File: config.mk
export PLATFORM = sky130hd
export DESIGN_NAME = icon_bank_writer
export DESIGN_NICKNAME = d
export VERILOG_FILES = /design/src/rtl/icon_bank_writer.sv
export SDC_FILE = /design/constraint.sdc
export NUM_CORES = 1
export LEC_CHECK = 0
export CAP_MARGIN = 0
export CORE_UTILIZATION = 43
export CTS_BUF_LIST = sky130_fd_sc_hd__clkbuf_8
export CTS_CLUSTER_DIAMETER = 30
export DETAILED_ROUTE_END_ITERATION = 8
export GPL_TIMING_DRIVEN = 0
export PLACE_DENSITY = 0.81
export SLEW_MARGIN = 20
export SYNTH_ARGS = -nofsm -noshare
export SYNTH_HDL_FRONTEND = slang
export SYNTH_SLANG_ARGS = --single-unit
File: constraint.sdc
create_clock -name clk -period 1.2 [get_ports clk]
set_input_delay 0.12 -clock clk [delete_from_list [all_inputs] [get_ports clk]]
set_output_delay 0.12 -clock clk [all_outputs]
set_load 0.05 [all_outputs]
File: src/rtl/icon_bank_writer.sv
// Streams a 16x16 icon into the back half of a double-buffered icon RAM.
// The finished bank becomes visible to the display only on a vertical-blank rising edge.
module icon_bank_writer #(
    parameter int ICON_DIM = 16,
    parameter int DIM_BITS = 4,
    parameter int PIX_W    = 12
) (
    input  logic                    clk,
    input  logic                    reset,
    input  logic                    start,
    input  logic [PIX_W-1:0]        pixData,
    input  logic                    pixValid,
    output logic                    pixReady,
    input  logic                    vBlank,
    output logic                    wrEn,
    output logic [2*DIM_BITS:0]     wrAddr,
    output logic [PIX_W-1:0]        wrData,
    output logic                    rdBank,
    output logic                    busy,
    output logic                    done
);

    typedef enum logic [1:0] {IDLE, LOAD, WAIT_VB} state_t;

    localparam logic [DIM_BITS-1:0] LAST = DIM_BITS'(ICON_DIM - 1);

    state_t              state;
    logic                wrBank;
    logic [DIM_BITS-1:0] row;
    logic [DIM_BITS-1:0] col;
    logic                vBlankD;
    logic                accept;
    logic                lastPix;

    always_comb begin
        accept  = pixValid & pixReady;
        lastPix = accept && (row == LAST) && (col == LAST);
    end

    // vBlankD is only consulted in WAIT_VB, so it tracks vBlank even through reset.
    always_ff @(posedge clk) begin
        vBlankD <= vBlank;
        if (reset) begin
            state    <= IDLE;
            wrBank   <= 1'b0;
            row      <= '0;
            col      <= '0;
            pixReady <= 1'b0;
            wrEn     <= 1'b0;
            wrAddr   <= '0;
            wrData   <= '0;
            rdBank   <= 1'b0;
            busy     <= 1'b0;
            done     <= 1'b0;
        end else begin
            wrEn <= accept;
            done <= 1'b0;
            if (accept) begin
                wrAddr <= {wrBank, row, col};
                wrData <= pixData;
                col    <= col + 1'b1;
                if (col == LAST)
                    row <= row + 1'b1;
            end
            case (state)
                IDLE: begin
                    if (start) begin
                        wrBank   <= ~rdBank;
                        row      <= '0;
                        col      <= '0;
                        state    <= LOAD;
                        busy     <= 1'b1;
                        pixReady <= 1'b1;
                    end
                end
                LOAD: begin
                    if (lastPix) begin
                        state    <= WAIT_VB;
                        pixReady <= 1'b0;
                    end
                end
                WAIT_VB: begin
                    if (vBlank && !vBlankD) begin
                        rdBank <= wrBank;
                        done   <= 1'b1;
                        state  <= IDLE;
                        busy   <= 1'b0;
                    end
                end
                default: begin
                    state    <= IDLE;
                    busy     <= 1'b0;
                    pixReady <= 1'b0;
                end
            endcase
        end
    end

endmodule
=== After elaboration in Yosys (flattened, before gate mapping) ===
Cells that the tools add are included.

* Register bits after elaboration: 38
* Input port bits: 17
* Output and inout port bits: 26
* Word-level logic and storage cells: 53

* Add/sub/neg operators: 2
* Equal/unequal tests: 7
* Mux-type cells: 17
* Bitwise logic cells: 4
* Reductions and logical operators: 11

{| class="wikitable"
|+ Operator list
! kind !! count
|-
| 4-bit two-way mux || 7
|-
| 3-bit AND reduction || 3
|-
| 4-bit by 1-bit adder with 4-bit output (second input constant) || 2
|-
| 4-bit == test (second input constant) || 2
|-
| 2-bit two-way mux || 3
|-
| 2-bit inequality test (second input constant) || 3
|-
| 1-bit one-hot mux with 3 select lines || 2
|-
| 2-bit one-hot mux with 3 select lines || 1
|-
| 1-bit two-way mux || 4
|-
| 2-bit AND reduction || 2
|-
| 1-bit logical AND || 3
|-
| 1-bit inverter || 3
|-
| 2-bit by 1-bit == test with 1-bit output (second input constant) || 1
|-
| 2-bit == test (second input constant) || 1
|-
| 2-bit zero test || 1
|-
| 2-bit OR reduction || 1
|-
| 1-bit bitwise AND || 1
|-
| 1-bit zero test || 1
|}

=== Logic depth before layout (Yosys ltp) ===
Gate-level depths: netlist (run 1).

* Word-level depth: 5
* Gate-level depth with buffers: 5
* Mapped depth without buffers: 4

=== Least setup slack after synthesis (run 1) ===
No wires, ideal clock.

* Kind: reg-to-reg
* Start point: register pixReady
* End point: register row[2]
* Setup time: 0.070 ns
* Data arrival time: 1.395 ns
* Required time: 1.130 ns
* Path slack: -0.265 ns
* Stages on the path, launching flop included: 4
* Path buffers: 0
* Period minus slack after synthesis: 1.465 ns
* Path through: dfxtp_1 -> nand2_2 -> or3_1 -> a21oi_1

* Word-level cells in the longest chain between the ends: 4

{| class="wikitable"
|+ Ends and longest elaborated chain
! what !! line !! source
|-
| from (decl) || 13 || <nowiki>output logic pixReady,</nowiki>
|-
| from (signal assigned) || 48 || <nowiki>pixReady <= 1'b0;</nowiki>
|-
| from (signal assigned) || 73 || <nowiki>pixReady <= 1'b1;</nowiki>
|-
| from (signal assigned) || 79 || <nowiki>pixReady <= 1'b0;</nowiki>
|-
| 1-bit bitwise AND * || 36 || <nowiki>accept = pixValid & pixReady;</nowiki>
|-
| 4-bit two-way mux * || 58 || <nowiki>if (accept) begin</nowiki>
|-
| 4-bit two-way mux || 67 || <nowiki>if (start) begin</nowiki>
|-
| 4-bit two-way mux * || 65 || <nowiki>case (state)</nowiki>
|-
| to (signal assigned) || 63 || <nowiki>row <= row + 1'b1;</nowiki>
|-
| to (decl) || 29 || <nowiki>logic [DIM_BITS-1:0] row;</nowiki>
|}

Mark *: on every way between the ends. The rest lies on a longest branch, timed or not.
A chain may end at the register's enable or synchronous reset.

=== Final worst setup path (run 1) ===
* Start point: register col[0]
* End point: register row[3]

* Word-level cells in the longest chain between the ends: 5

{| class="wikitable"
|+ Ends and longest elaborated chain
! what !! line !! source
|-
| from (decl) || 30 || <nowiki>logic [DIM_BITS-1:0] col;</nowiki>
|-
| from (signal assigned) || 61 || <nowiki>col <= col + 1'b1;</nowiki>
|-
| 4-bit == test * || 62 || <nowiki>if (col == LAST)</nowiki>
|-
| 4-bit two-way mux * || 62 ||
|-
| 4-bit two-way mux * || 58 ||
|-
| 4-bit two-way mux || 67 ||
|-
| 4-bit two-way mux * || 65 ||
|}

Marked as above.

==> results of run 1 <==
==> registers in the layout, indices dropped and copies added, names as in the netlist <==
signal	cells
rdBank	1
pixReady	1
busy	1
row	4
state	2
done	1
col	4
wrAddr	9
vBlankD	1
wrBank	1
wrEn	1
wrData	12
==> cells in the final DEF, fill, tap and decap left out, drive strengths merged, types with 3 or more instances in the layout <==
master,count
nand2,48
buf,11
dfxtp,38
nor2,7
o21ai,6
inv,4
or3,5
clkdlybuf4s50,15
clkbuf,9
clkdlybuf4s15,24
nand4,3
a21oi,29
==> timing repair <==
item,in CTS,in global routing
resized for setup,86,15
buffers inserted,2,1
endpoints found under the setup margin,46,35
pin swaps,5,2
gates cloned,0,0
==> metrics by stage <==
stage | hold WS [ns] | instance area (um^2) | worst slack [ns] | setup TNS, ns
floorplan | 0.148 | 1440 | 0.0167 | 0
global placement | 0.441 | 1920 | -0.314 | -10.03
detailed placement | 0.447 | 1920 | -0.352 | -10.68
CTS | 0.327 | 2080 | -0.0103 | -0.0103
global route | 0.295 | 2110 | -0.0705 | -0.243
finish | 0.291 | 2110 | -0.00902 | -0.00902
==> worst register-to-register path, stage by stage (launching register included) <==
cell and delay [ns]:
dfxtp_4 0.36, ha_4 0.15, nand4_1 0.16, or3_1 0.36
a21oi_2 0.11
==> cell type report <==
type	count	share of cell area, %
Sequential cell	38	37.0
Multi-Input combinational cell	120	31.1
Timing Repair Buffer	45	22.1
Clock buffer	6	3.92
Tap cell	44	2.61
Buffer	9	2.37
Inverter	3	0.534
Clock inverter	2	0.415
==> path summary, 6_finish.rpt <==
check	startpoint	end	slack (ns)
worst max-delay path	col[0]	row[3]	-0.009
worst min-delay path	pixValid	wrAddr[2]	0.29
worst min register to register	wrAddr[3]	wrAddr[3]	0.45
worst max register to register	col[0]	row[3]	-0.009
==> Yosys cell counts (3+ instances only) <==
master and count:
a21oi_1 29, buf_2 4, nor2_1 7, o21ai_0 6, or3_1 5, dfxtp_1 38
nand2_1 47, inv_1 3, nand4_1 3
==> logic make-up after synthesis <==
logic type | synth area share, %
AOI/OAI and AO/OA | 13.9
xor gates and xnor gates | 1.22
DFF | 53.1
buffers and inverters | 4.02
adders and majority gates | 1.75
muxes | 1.40
and+or+nand+nor | 24.6
==> layer usage <==
layer  vias up  wire, um
met4         0        57
li1        669         -
met2        46      1500
met3         8       195
met1       612      1360
met5         -         0
==> power by group <==
group          leakage (nW)  internal, mW  total (mW)  switching [mW]
Sequential            0.313          1.30        1.34          0.0344
Combinational         0.375         0.150       0.395           0.245
Clock                0.0524         0.454       0.875           0.421
Total                 0.741          1.91        2.61           0.700
==> flow_summary.rst, run 1 <==
.. list-table::
   :header-rows: 1

   * - Metric
     - Value
   * - Run status
     - finished with violations
   * - Violated checks
     - setup timing
   * - Required arrival time at the worst endpoint
     - 1.43 ns
   * - Remaining global-route overflow
     - 0
   * - Final non-filler cell total
     - 267
   * - Synthesized Nets
     - 189
   * - Syn Area/Cell
     - 8.42 um^2
   * - Fraction of synthesized cell area taken by the top area cell type
     - 53.1%
   * - DRC violation count after routing
     - 0
   * - Buf/Inv on CP
     - 0
   * - Number of distinct library cells after synthesis
     - 30
   * - Series of cell instances along the critical path
     - ha_4, nand4_1, or3_1, a21oi_2
   * - Number of global-route vias before repair
     - 1150
   * - Post-layout utilization of the core
     - 67.9%
   * - Met3 GRT Util
     - 6.71%
   * - Cell type with the largest total area after synthesis
     - dfxtp_1
   * - Detailed-routing iteration count for the pre-antenna-repair pass
     - 4
   * - Kind of capture point of the worst setup path
     - register
   * - Cell count after placement
     - 256
   * - CP top delay family
     - simple AND/OR/NAND/NOR gates
   * - FF+latch count, synth
     - 38
   * - Library cell used as clock root buffer
     - clkbuf_8
   * - Hold buffer count at CTS
     - 0
   * - Htree depth
     - 2
   * - Clock Latency Late Sink
     - 0.29 ns
   * - Number of CTS-inserted buffers
     - 5
   * - Met1 demand-to-capacity share in global routing
     - 23.7%
   * - Post-route total power
     - 2.61 mW
   * - Achievable clock frequency
     - 827 MHz
   * - Worst IR drop on VDD
     - 1.04 mV
   * - Footprint of the flip-flops and latches
     - 779 um^2
   * - Final period utilization
     - 101%
   * - Clock-pin slew on the worst setup and hold paths
     - 0.07 ns
   * - DIE AREA
     - 0.00356 mm^2
   * - Final Routed Wirelength
     - 3110 um
   * - Max Transition Viols Final
     - 0
   * - Library cell contributing the largest single delay on the critical path
     - dfxtp_4
   * - Detailed router's first-iteration violation count
     - 38
   * - TritonCTS clock tree
     - done
   * - Grt met2 use
     - 30.8%
   * - # nets final
     - 241
   * - Core region area
     - 0.00310 mm^2
   * - Depth of the worst register-to-register path
     - 4
   * - Primary flip-flop cell chosen by synthesis mapping
     - dfxtp_1
   * - Multi-input logic area
     - 656 um^2
   * - Number of sinks handled by clock tree synthesis
     - 38
   * - Fill cell count
     - 259
   * - DR vias/cell
     - 5.00
   * - FFs w/ async S/R, synth
     - 0%
   * - Signed area change from the synthesized netlist to the final layout
     - 47.3%
   * - Hold violation total from the final report
     - 0
   * - Worst setup path class
     - reg2reg
   * - GR Util All Layers
     - 19.7%
   * - Per-cell routed wire length
     - 11.6 um
   * - Global placer's final weighted congestion
     - 0.753
   * - Power density over the cells
     - 1240 mW/mm^2
   * - Count of synthesis-stage warnings from yosys
     - 0
   * - Number of buffers on the longest clock path
     - 2
   * - RSZ-0062 raised after global routing
     - true
   * - GR peak layer
     - met2
   * - Layout Skew
     - 0.00265 ns
   * - Crit-path max FO
     - 4
   * - Post-synthesis instance total
     - 170
   * - Number of vias in the routed layout
     - 1335
   * - Leakage
     - 0.741 nW
   * - Synth area leaders
     - dfxtp_1 (53%), nand2_1 (12%), a21oi_1 (10%), or3_1 (2.2%), o21ai_0 (2.1%)
   * - Input/output buffers
     - 42
   * - Row count
     - 20
   * - Data arrival, critical path
     - 1.44 ns
   * - Hold depth
     - 3
   * - Number of inserted diodes
     - 0
   * - Layout cells sized above 1
     - 28.3%
   * - Wire length of the first global-routing pass
     - 5100 um
   * - Die Span X
     - 59.7 um
   * - Max-cap check violation count
     - 0
   * - Initial core utilization
     - 46.1%
   * - Tightest Pin Transition
     - 0.292 ns
   * - Worst Hold Class
     - in2reg
   * - Final setup margin
     - -0.00902 ns
   * - Die boundary height
     - 59.7 um
   * - Final-report setup violation count
     - 1
   * - Kind of start point of the critical path
     - register
   * - Count of boundary I/O pins
     - 43
   * - Dpl hpwl
     - 2090 um
   * - Headroom to the max-slew limit
     - 80.6%
   * - Remaining antenna violation count after routing
     - 0
   * - Sequential element share of the synthesized area
     - 53.1%
   * - Netlist area before placement
     - 0.00143 mm^2
   * - Number of enable-type register cells in the synthesized netlist
     - 0
   * - Antenna violations before repair
     - 0
   * - Final min period
     - 1.21 ns
   * - Instance count on the critical path
     - 4
   * - Largest net degree at the start of global routing
     - 12
   * - Stage delay of the slowest cell on the critical path
     - 0.36 ns
(Power assumes the default switching activity.)
==> run 2: changes to the inputs <==
--- a/config.mk
+++ b/config.mk
@@ -6,12 +6,12 @@
 export NUM_CORES = 1
 export LEC_CHECK = 0
 export CAP_MARGIN = 0
-export CORE_UTILIZATION = 43
+export CORE_UTILIZATION = 48
 export CTS_BUF_LIST = sky130_fd_sc_hd__clkbuf_8
 export CTS_CLUSTER_DIAMETER = 30
 export DETAILED_ROUTE_END_ITERATION = 8
 export GPL_TIMING_DRIVEN = 0
-export PLACE_DENSITY = 0.81
+export PLACE_DENSITY = 0.85
 export SLEW_MARGIN = 20
 export SYNTH_ARGS = -nofsm -noshare
 export SYNTH_HDL_FRONTEND = slang
==> constraint.sdc (replaced) <==
create_clock -name clk -period 1.13 [get_ports clk]
set_input_delay 0.113 -clock clk [delete_from_list [all_inputs] [get_ports clk]]
set_output_delay 0.113 -clock clk [all_outputs]
set_load 0.05 [all_outputs]
==> run 2 against run 1 <==
The flow still finishes with violations (setup timing). Register-to-register slack lost 0.08 ns. Worst setup slack lost 0.080 ns. Utilization grew 6.7 points. Count of clock-buffer cells in the layout is the same. Sequential cell count is the same. Clock power grew 62%. Final cell count shrank 4.5%. Global-route usage grew 3.4 points. Largest cell class unchanged.
==> flow_summary.rst, run 2 (synthesis results as in run 1) <==
.. list-table::
   :header-rows: 1

   * - Metric
     - Value
   * - Required arrival time at the worst endpoint
     - 1.35 ns (was 1.43 ns)
   * - Library cell contributing the largest single delay on the critical path
     - dfxtp_1 (was dfxtp_4)
   * - Relative contribution of sequential cells to total power
     - 43.5% (was 51.3%)
   * - Series of cell instances along the critical path
     - nand2_1, or3_1, a21oi_1 (was ha_4, nand4_1, or3_1, a21oi_2)
   * - GR Util All Layers
     - 23.1% (was 19.7%)
   * - Data arrival, critical path
     - 1.44 ns (about the same)
   * - Final setup margin
     - -0.0895 ns (was -0.00902 ns)
   * - Worst slack at placement
     - -0.439 ns (was -0.352 ns)
   * - Clock Latency Late Sink
     - 0.29 ns (about the same)
   * - Final-report setup violation count
     - 7 (was 1)
   * - Largest net degree at the start of global routing
     - 13 (was 12)
   * - # nets final
     - 242 (was 241)
   * - Fill cell count
     - 218 (was 259)
   * - Achievable clock frequency
     - 820 MHz (was 827 MHz)
   * - Count of boundary I/O pins
     - 43 (unchanged)
   * - Final min period
     - 1.22 ns (was 1.21 ns)
   * - Headroom to the max-slew limit
     - 81.0% (was 80.6%)
   * - Initial core utilization
     - 51.5% (was 46.1%)
   * - Number of CTS-inserted buffers
     - 5 (unchanged)
   * - Stage delay of the slowest cell on the critical path
     - 0.47 ns (was 0.36 ns)
   * - Registers with the most flip-flops
     - wrData x12, wrAddr x9 (unchanged)
   * - Power spent charging and discharging nets
     - 0.783 mW (was 0.700 mW)
   * - Detailed router's first-iteration violation count
     - 33 (was 38)
   * - Crit-path max FO
     - 6 (was 4)
   * - Max Transition Viols Final
     - 0 (unchanged)
   * - Wire length of the first global-routing pass
     - 5680 um (was 5100 um)
   * - Number of vias in the routed layout
     - 1378 (was 1335)
   * - Worst IR drop on VDD
     - 1.94 mV (was 1.04 mV)
   * - Most common cell after layout, fill and taps aside
     - nand2_1 (unchanged)
   * - TritonCTS clock tree
     - done (unchanged)
   * - Remaining antenna violation count after routing
     - 0 (unchanged)
   * - Violated checks
     - setup timing (unchanged)
   * - Worst Hold Class
     - in2reg (unchanged)
   * - Layout Skew
     - 0.00875 ns (was 0.00265 ns)
   * - RSZ-0062 raised after global routing
     - true (unchanged)
   * - Largest register FFs
     - 12 (unchanged)
   * - Leakage
     - 0.813 nW (was 0.741 nW)
   * - Kind of start point of the critical path
     - register (unchanged)
   * - Dpl hpwl
     - 2420 um (was 2090 um)
   * - Tightest Pin Transition
     - 0.286 ns (was 0.292 ns)
   * - Die boundary height
     - 56.6 um (was 59.7 um)
   * - DR vias/cell
     - 5.40 (was 5.00)
   * - Layout cells sized above 1
     - 32.1% (was 28.3%)
   * - Detailed-routing iteration count for the pre-antenna-repair pass
     - 4 (unchanged)
   * - Number of buffers on the longest clock path
     - 2 (unchanged)
   * - Number of global-route vias before repair
     - 1329 (was 1150)
   * - Number of inserted diodes
     - 0 (unchanged)
   * - Library cell used as clock root buffer
     - clkbuf_8 (unchanged)
   * - Worst setup path class
     - reg2reg (unchanged)
   * - Remaining global-route overflow
     - 0 (unchanged)
   * - Fraction of power spent switching nets
     - 24.1% (was 26.9%)
   * - DIE AREA
     - 0.00320 mm^2 (was 0.00356 mm^2)
   * - Register name with the most flops
     - wrData (unchanged)
   * - Total cell area at the placement stage
     - 0.00193 mm^2 (was 0.00192 mm^2)
   * - CP top delay family
     - simple AND/OR/NAND/NOR gates (unchanged)
   * - Clock-pin slew on the worst setup and hold paths
     - 0.08 ns (was 0.07 ns)
   * - Number of sinks handled by clock tree synthesis
     - 38 (unchanged)
   * - Part of the power in the clock network
     - 43.6% (was 33.6%)
   * - Post-route standard cell area excluding fillers
     - 0.00208 mm^2 (was 0.00211 mm^2)
   * - Hold violation total from the final report
     - 0 (unchanged)
   * - Signed area change from the synthesized netlist to the final layout
     - 45.1% (was 47.3%)
   * - Max-cap check violation count
     - 0 (unchanged)
   * - Htree depth
     - 2 (unchanged)
   * - Per-cell routed wire length
     - 14.3 um (was 11.6 um)
   * - Input/output buffers
     - 42 (unchanged)
   * - Die Span X
     - 56.6 um (was 59.7 um)
   * - Final period utilization
     - 108% (was 101%)
   * - Highest-count cells in the layout ignoring fill and taps
     - nand2_1 (46), dfxtp_1 (30), a21oi_1 (26), buf_2 (25), clkdlybuf4s50_1 (15) (was nand2_1 (47), dfxtp_1 (31), a21oi_1 (27), clkdlybuf4s15_2 (24), clkdlybuf4s50_1 (15))
   * - Buf/Inv on CP
     - 0 (unchanged)
   * - Antenna violations before repair
     - 0 (unchanged)
   * - Hold buffer count at CTS
     - 0 (unchanged)
   * - Combinational cell fraction of total power
     - 12.9% (was 15.1%)
   * - Run status
     - finished with violations (unchanged)
   * - Final Routed Wirelength
     - 3640 um (was 3110 um)
   * - Kind of capture point of the worst setup path
     - register (unchanged)
   * - Power density over the cells
     - 1570 mW/mm^2 (was 1240 mW/mm^2)
   * - Internal Pwr Total
     - 2.47 mW (was 1.91 mW)
   * - DRC violation count after routing
     - 0 (unchanged)
   * - Core region area
     - 0.00278 mm^2 (was 0.00310 mm^2)
   * - Row count
     - 19 (was 20)
   * - Global placer's final weighted congestion
     - 0.708 (was 0.753)
[run 2: area by class of cell]
cell class | instances | area [um^2] | share of cell area, %
buffer | 8 | 55.1 | 2.65
clock buffer | 6 | 82.6 | 3.98
clock inverter | 2 | 60.1 | 2.89
inverter | 3 | 11.3 | 0.542
multi-input combinational | 120 | 689 | 33.2
sequential | 38 | 786 | 37.8
tap | 31 | 38.8 | 1.87
timing repair buffer | 47 | 354 | 17.0
[run 2: worst paths after layout]
path | start | to | slack, ns | depth (start not counted)
setup / recovery | col[3] | row[0] | -0.09 | 3
hold / removal | vBlank | vBlankD | 0.33 | 1
setup reg to reg | col[3] | row[0] | -0.09 | 3
hold reg to reg | wrAddr[6] | wrAddr[6] | 0.45 | 2
[run 2: metal layers]
| layer | up-vias | global-route usage, % | routed length, um |
|---|---|---|---|
| met2 | 47 | 38.0 | 1820 |
| met5 | - | 0 | 0 |
| li1 | 672 | - | - |
| met1 | 647 | 27.3 | 1520 |
| met3 | 12 | 5.30 | 199 |
| met4 | 0 | 13.9 | 94 |
[run 2: power by group through the flow]
stage	clock network, mW	registers, mW	logic (mW)
2_1_floorplan	0	1.58	0.133
5_1_grt	1.49	1.42	0.447
6_report	1.42	1.41	0.420
4_1_cts	1.44	1.42	0.425
3_5_place_dp	0	1.46	0.429
3_3_place_gp	0	1.46	0.420
[run 2: metrics by stage]
stage | power, mW | setup TNS [ns] | utilization, % | hold WS, ns | std cells
2_1_floorplan | 1.72 | 0 | - | 0.141 | 170
3_5_place_dp | 1.89 | -14.87 | 69.5 | 0.449 | 243
6_report | 3.25 | -0.314 | 74.7 | 0.334 | 255
5_1_grt | 3.36 | -1.45 | 74.7 | 0.333 | 255
4_1_cts | 3.28 | -0.165 | 77.1 | 0.328 | 255
3_3_place_gp | 1.88 | -13.33 | 69.5 | 0.442 | 243
[run 2: repair_timing]
item / 4_1_cts / 5_1_grt
buffers inserted: 4 / 1
resized for setup: 100 / 51
endpoints found under the setup margin: 60 / 52
pin swaps: 5 / 4
==> run 3: changes to the inputs <==
--- a/config.mk
+++ b/config.mk
@@ -6,12 +6,13 @@
 export NUM_CORES = 1
 export LEC_CHECK = 0
 export CAP_MARGIN = 0
-export CORE_UTILIZATION = 48
+export CORE_UTILIZATION = 25
 export CTS_BUF_LIST = sky130_fd_sc_hd__clkbuf_8
 export CTS_CLUSTER_DIAMETER = 30
 export DETAILED_ROUTE_END_ITERATION = 8
 export GPL_TIMING_DRIVEN = 0
-export PLACE_DENSITY = 0.85
+export MAX_ROUTING_LAYER = met4
+export PLACE_DENSITY = 0.52
 export SLEW_MARGIN = 20
 export SYNTH_ARGS = -nofsm -noshare
 export SYNTH_HDL_FRONTEND = slang
==> run 3 against run 2 <==
The flow still finishes with violations (setup timing). Final cell count grew 16%. Fmax increased by 3.9%. Register-to-register slack better by 0.05 ns. Sequential power about the same. Die area rose by 88%. Clock skew fell by 0.0015 ns. Critical path depth is 2 higher. Cell area up 8.9%. Sequential cell count did not move. Combinational power up 22%. Hold slack worse by 0.0056 ns. Sequential share of layout area is 3.2 points lower. Critical endpoint is now state[0]. Largest cell class is now multi-input combinational cells.
==> flow_summary.rst, run 3 (synthesis results as in run 1) <==
.. list-table::
   :header-rows: 1

   * - Metric
     - Value
   * - Run status
     - finished with violations (unchanged)
   * - Violated checks
     - setup timing (unchanged)
   * - Final setup margin
     - -0.0438 ns (was -0.0895 ns)
   * - Registers with the most flip-flops
     - wrData x12, wrAddr x9 (unchanged)
   * - Count of boundary I/O pins
     - 43 (unchanged)
   * - Post-layout utilization of the core
     - 41.1% (was 74.7%)
   * - Power density over the cells
     - 1280 mW/mm^2 (was 1570 mW/mm^2)
   * - Highest-count cells in the layout ignoring fill and taps
     - nand2_1 (36), dfxtp_1 (30), buf_2 (21), a21oi_1 (15), clkdlybuf4s50_1 (15) (was nand2_1 (46), dfxtp_1 (30), a21oi_1 (26), buf_2 (25), clkdlybuf4s50_1 (15))
   * - Hold violation total from the final report
     - 0 (unchanged)
   * - RSZ-0062 raised after global routing
     - true (unchanged)
   * - Row count
     - 27 (was 19)
   * - Max-cap check violation count
     - 0 (unchanged)
   * - Detailed-routing iteration count for the pre-antenna-repair pass
     - 4 (unchanged)
   * - Library cell used as clock root buffer
     - clkbuf_8 (unchanged)
   * - GR Util All Layers
     - 12.2% (was 23.1%)
   * - Tightest Pin Transition
     - 0.311 ns (was 0.286 ns)
   * - Max Transition Viols Final
     - 0 (unchanged)
   * - Global placer's final weighted congestion
     - 0.709 (was 0.708)
   * - Number of inserted diodes
     - 0 (unchanged)
   * - Final period utilization
     - 104% (was 108%)
   * - Worst IR drop on VDD
     - 0.536 mV (was 1.94 mV)
   * - Largest register FFs
     - 12 (unchanged)
   * - Worst Hold Class
     - in2reg (unchanged)
   * - Core region area
     - 0.00551 mm^2 (was 0.00278 mm^2)
   * - Remaining antenna violation count after routing
     - 0 (unchanged)
   * - Required arrival time at the worst endpoint
     - 1.31 ns (was 1.35 ns)
   * - Final Routed Wirelength
     - 3630 um (was 3640 um)
   * - Final-report setup violation count
     - 6 (was 7)
   * - Hold buffer count at CTS
     - 0 (unchanged)
   * - Dpl hpwl
     - 2260 um (was 2420 um)
   * - Kind of capture point of the worst setup path
     - register (unchanged)
   * - Htree depth
     - 2 (unchanged)
   * - Antenna violations before repair
     - 0 (unchanged)
   * - Register name with the most flops
     - wrData (unchanged)
   * - Data arrival, critical path
     - 1.35 ns (was 1.44 ns)
   * - Final non-filler cell total
     - 297 (was 255)
   * - Number of global-route vias before repair
     - 1173 (was 1329)
   * - Leakage
     - 0.892 nW (was 0.813 nW)
   * - Critical Path Start
     - col[0] (was col[3])
   * - RR Startpoint
     - col[0] (was col[3])
   * - Worst setup path class
     - reg2reg (unchanged)
   * - TritonCTS clock tree
     - done (unchanged)
   * - Kind of start point of the critical path
     - register (unchanged)
   * - Headroom to the max-slew limit
     - 79.2% (was 81.0%)
   * - Layout Skew
     - 0.00727 ns (was 0.00875 ns)
   * - Die boundary height
     - 77.7 um (was 56.6 um)
   * - Clock-pin slew on the worst setup and hold paths
     - 0.08 ns (about the same)
   * - # nets final
     - 243 (was 242)
   * - Layout cells sized above 1
     - 40.4% (was 32.1%)
   * - Die Span X
     - 77.7 um (was 56.6 um)
   * - Number of buffers on the longest clock path
     - 2 (unchanged)
   * - Detailed router's first-iteration violation count
     - 38 (was 33)
   * - Wire length of the first global-routing pass
     - 5510 um (was 5680 um)
   * - DR vias/cell
     - 4.46 (was 5.40)
   * - Initial core utilization
     - 26.0% (was 51.5%)
   * - DIE AREA
     - 0.00603 mm^2 (was 0.00320 mm^2)
   * - Remaining global-route overflow
     - 0 (unchanged)
   * - Final min period
     - 1.17 ns (was 1.22 ns)
   * - Number of sinks handled by clock tree synthesis
     - 38 (unchanged)
   * - Achievable clock frequency
     - 852 MHz (was 820 MHz)
   * - Per-cell routed wire length
     - 12.2 um (was 14.3 um)
   * - Start point of the worst hold path
     - vBlank (unchanged)
   * - Largest net degree at the start of global routing
     - 13 (unchanged)
   * - DRC violation count after routing
     - 0 (unchanged)
   * - Most common cell after layout, fill and taps aside
     - nand2_1 (unchanged)
   * - Crit-path max FO
     - 4 (was 6)
   * - Input/output buffers
     - 42 (unchanged)
   * - Cell count after placement
     - 284 (was 243)
   * - Number of vias in the routed layout
     - 1326 (was 1378)
   * - Number of CTS-inserted buffers
     - 5 (unchanged)
   * - Signed area change from the synthesized netlist to the final layout
     - 58.0% (was 45.1%)
   * - Clock Latency Late Sink
     - 0.29 ns (about the same)
[run 3: repair_timing]
item	CTS	global route
gates cloned	0	2
endpoints found under the setup margin	60	49
setup buffers	3	0
resized for setup	105	77
pin swaps	6	18
endpoints found under the hold margin	0	0
[run 3: final timing paths]
path	end	slack, ns	depth (start not counted)
hold reg to reg	wrData[6]	0.46	2
setup reg to reg	state[0]	-0.04	5
hold / removal	vBlankD	0.33	1
setup / recovery	state[0]	-0.04	5
[run 3: critical path, stage by stage, from the launching register on]
cell and delay [ns]:
dfxtp_4 0.36, ha_4 0.14, nand4_1 0.11, buf_4 0.17
nor3_4 0.17, a21oi_1 0.09
[run 3: per-stage QoR]
step | instance area, um^2 | worst slack, ns | total power, mW | TNS (ns) | hold WS, ns
2_1_floorplan | 1470 | 0.0000995 | 1.72 | 0 | 0.141
3_3_place_gp | 1980 | -0.481 | 1.89 | -16.89 | 0.443
3_5_place_dp | 1980 | -0.498 | 1.89 | -16.85 | 0.446
4_1_cts | 2170 | -0.0381 | 2.87 | -0.102 | 0.317
5_1_grt | 2260 | -0.110 | 3.04 | -0.928 | 0.325
6_report | 2260 | -0.0438 | 2.90 | -0.167 | 0.329
[run 3: power by group]
group	leakage, nW	total (mW)	internal, mW	switching (mW)
combinational	0.531	0.514	0.205	0.309
clock	0.0472	0.965	0.490	0.475
sequential	0.314	1.42	1.38	0.0407
[run 3: layer usage]
metal / part of all wire (%) / vias up / GRT usage, %
met5: 0 / - / -
met4: 1.8 / 0 / 5.09
met3: 6.0 / 6 / 3.76
met2: 44 / 33 / 18.8
met1: 48 / 606 / 14.8
li1: - / 681 / -
[run 3: layout make-up]
| class | instances | area (um^2) |
|---|---|---|
| sequential | 38 | 783 |
| multi-input combinational | 120 | 796 |
| buffer | 9 | 85.1 |
| clock buffer | 6 | 82.6 |
| fill | 564 | 3250 |
| timing repair buffer | 47 | 400 |
| tap | 72 | 90.1 |
| inverter | 3 | 11.3 |
| clock inverter | 2 | 12.5 |
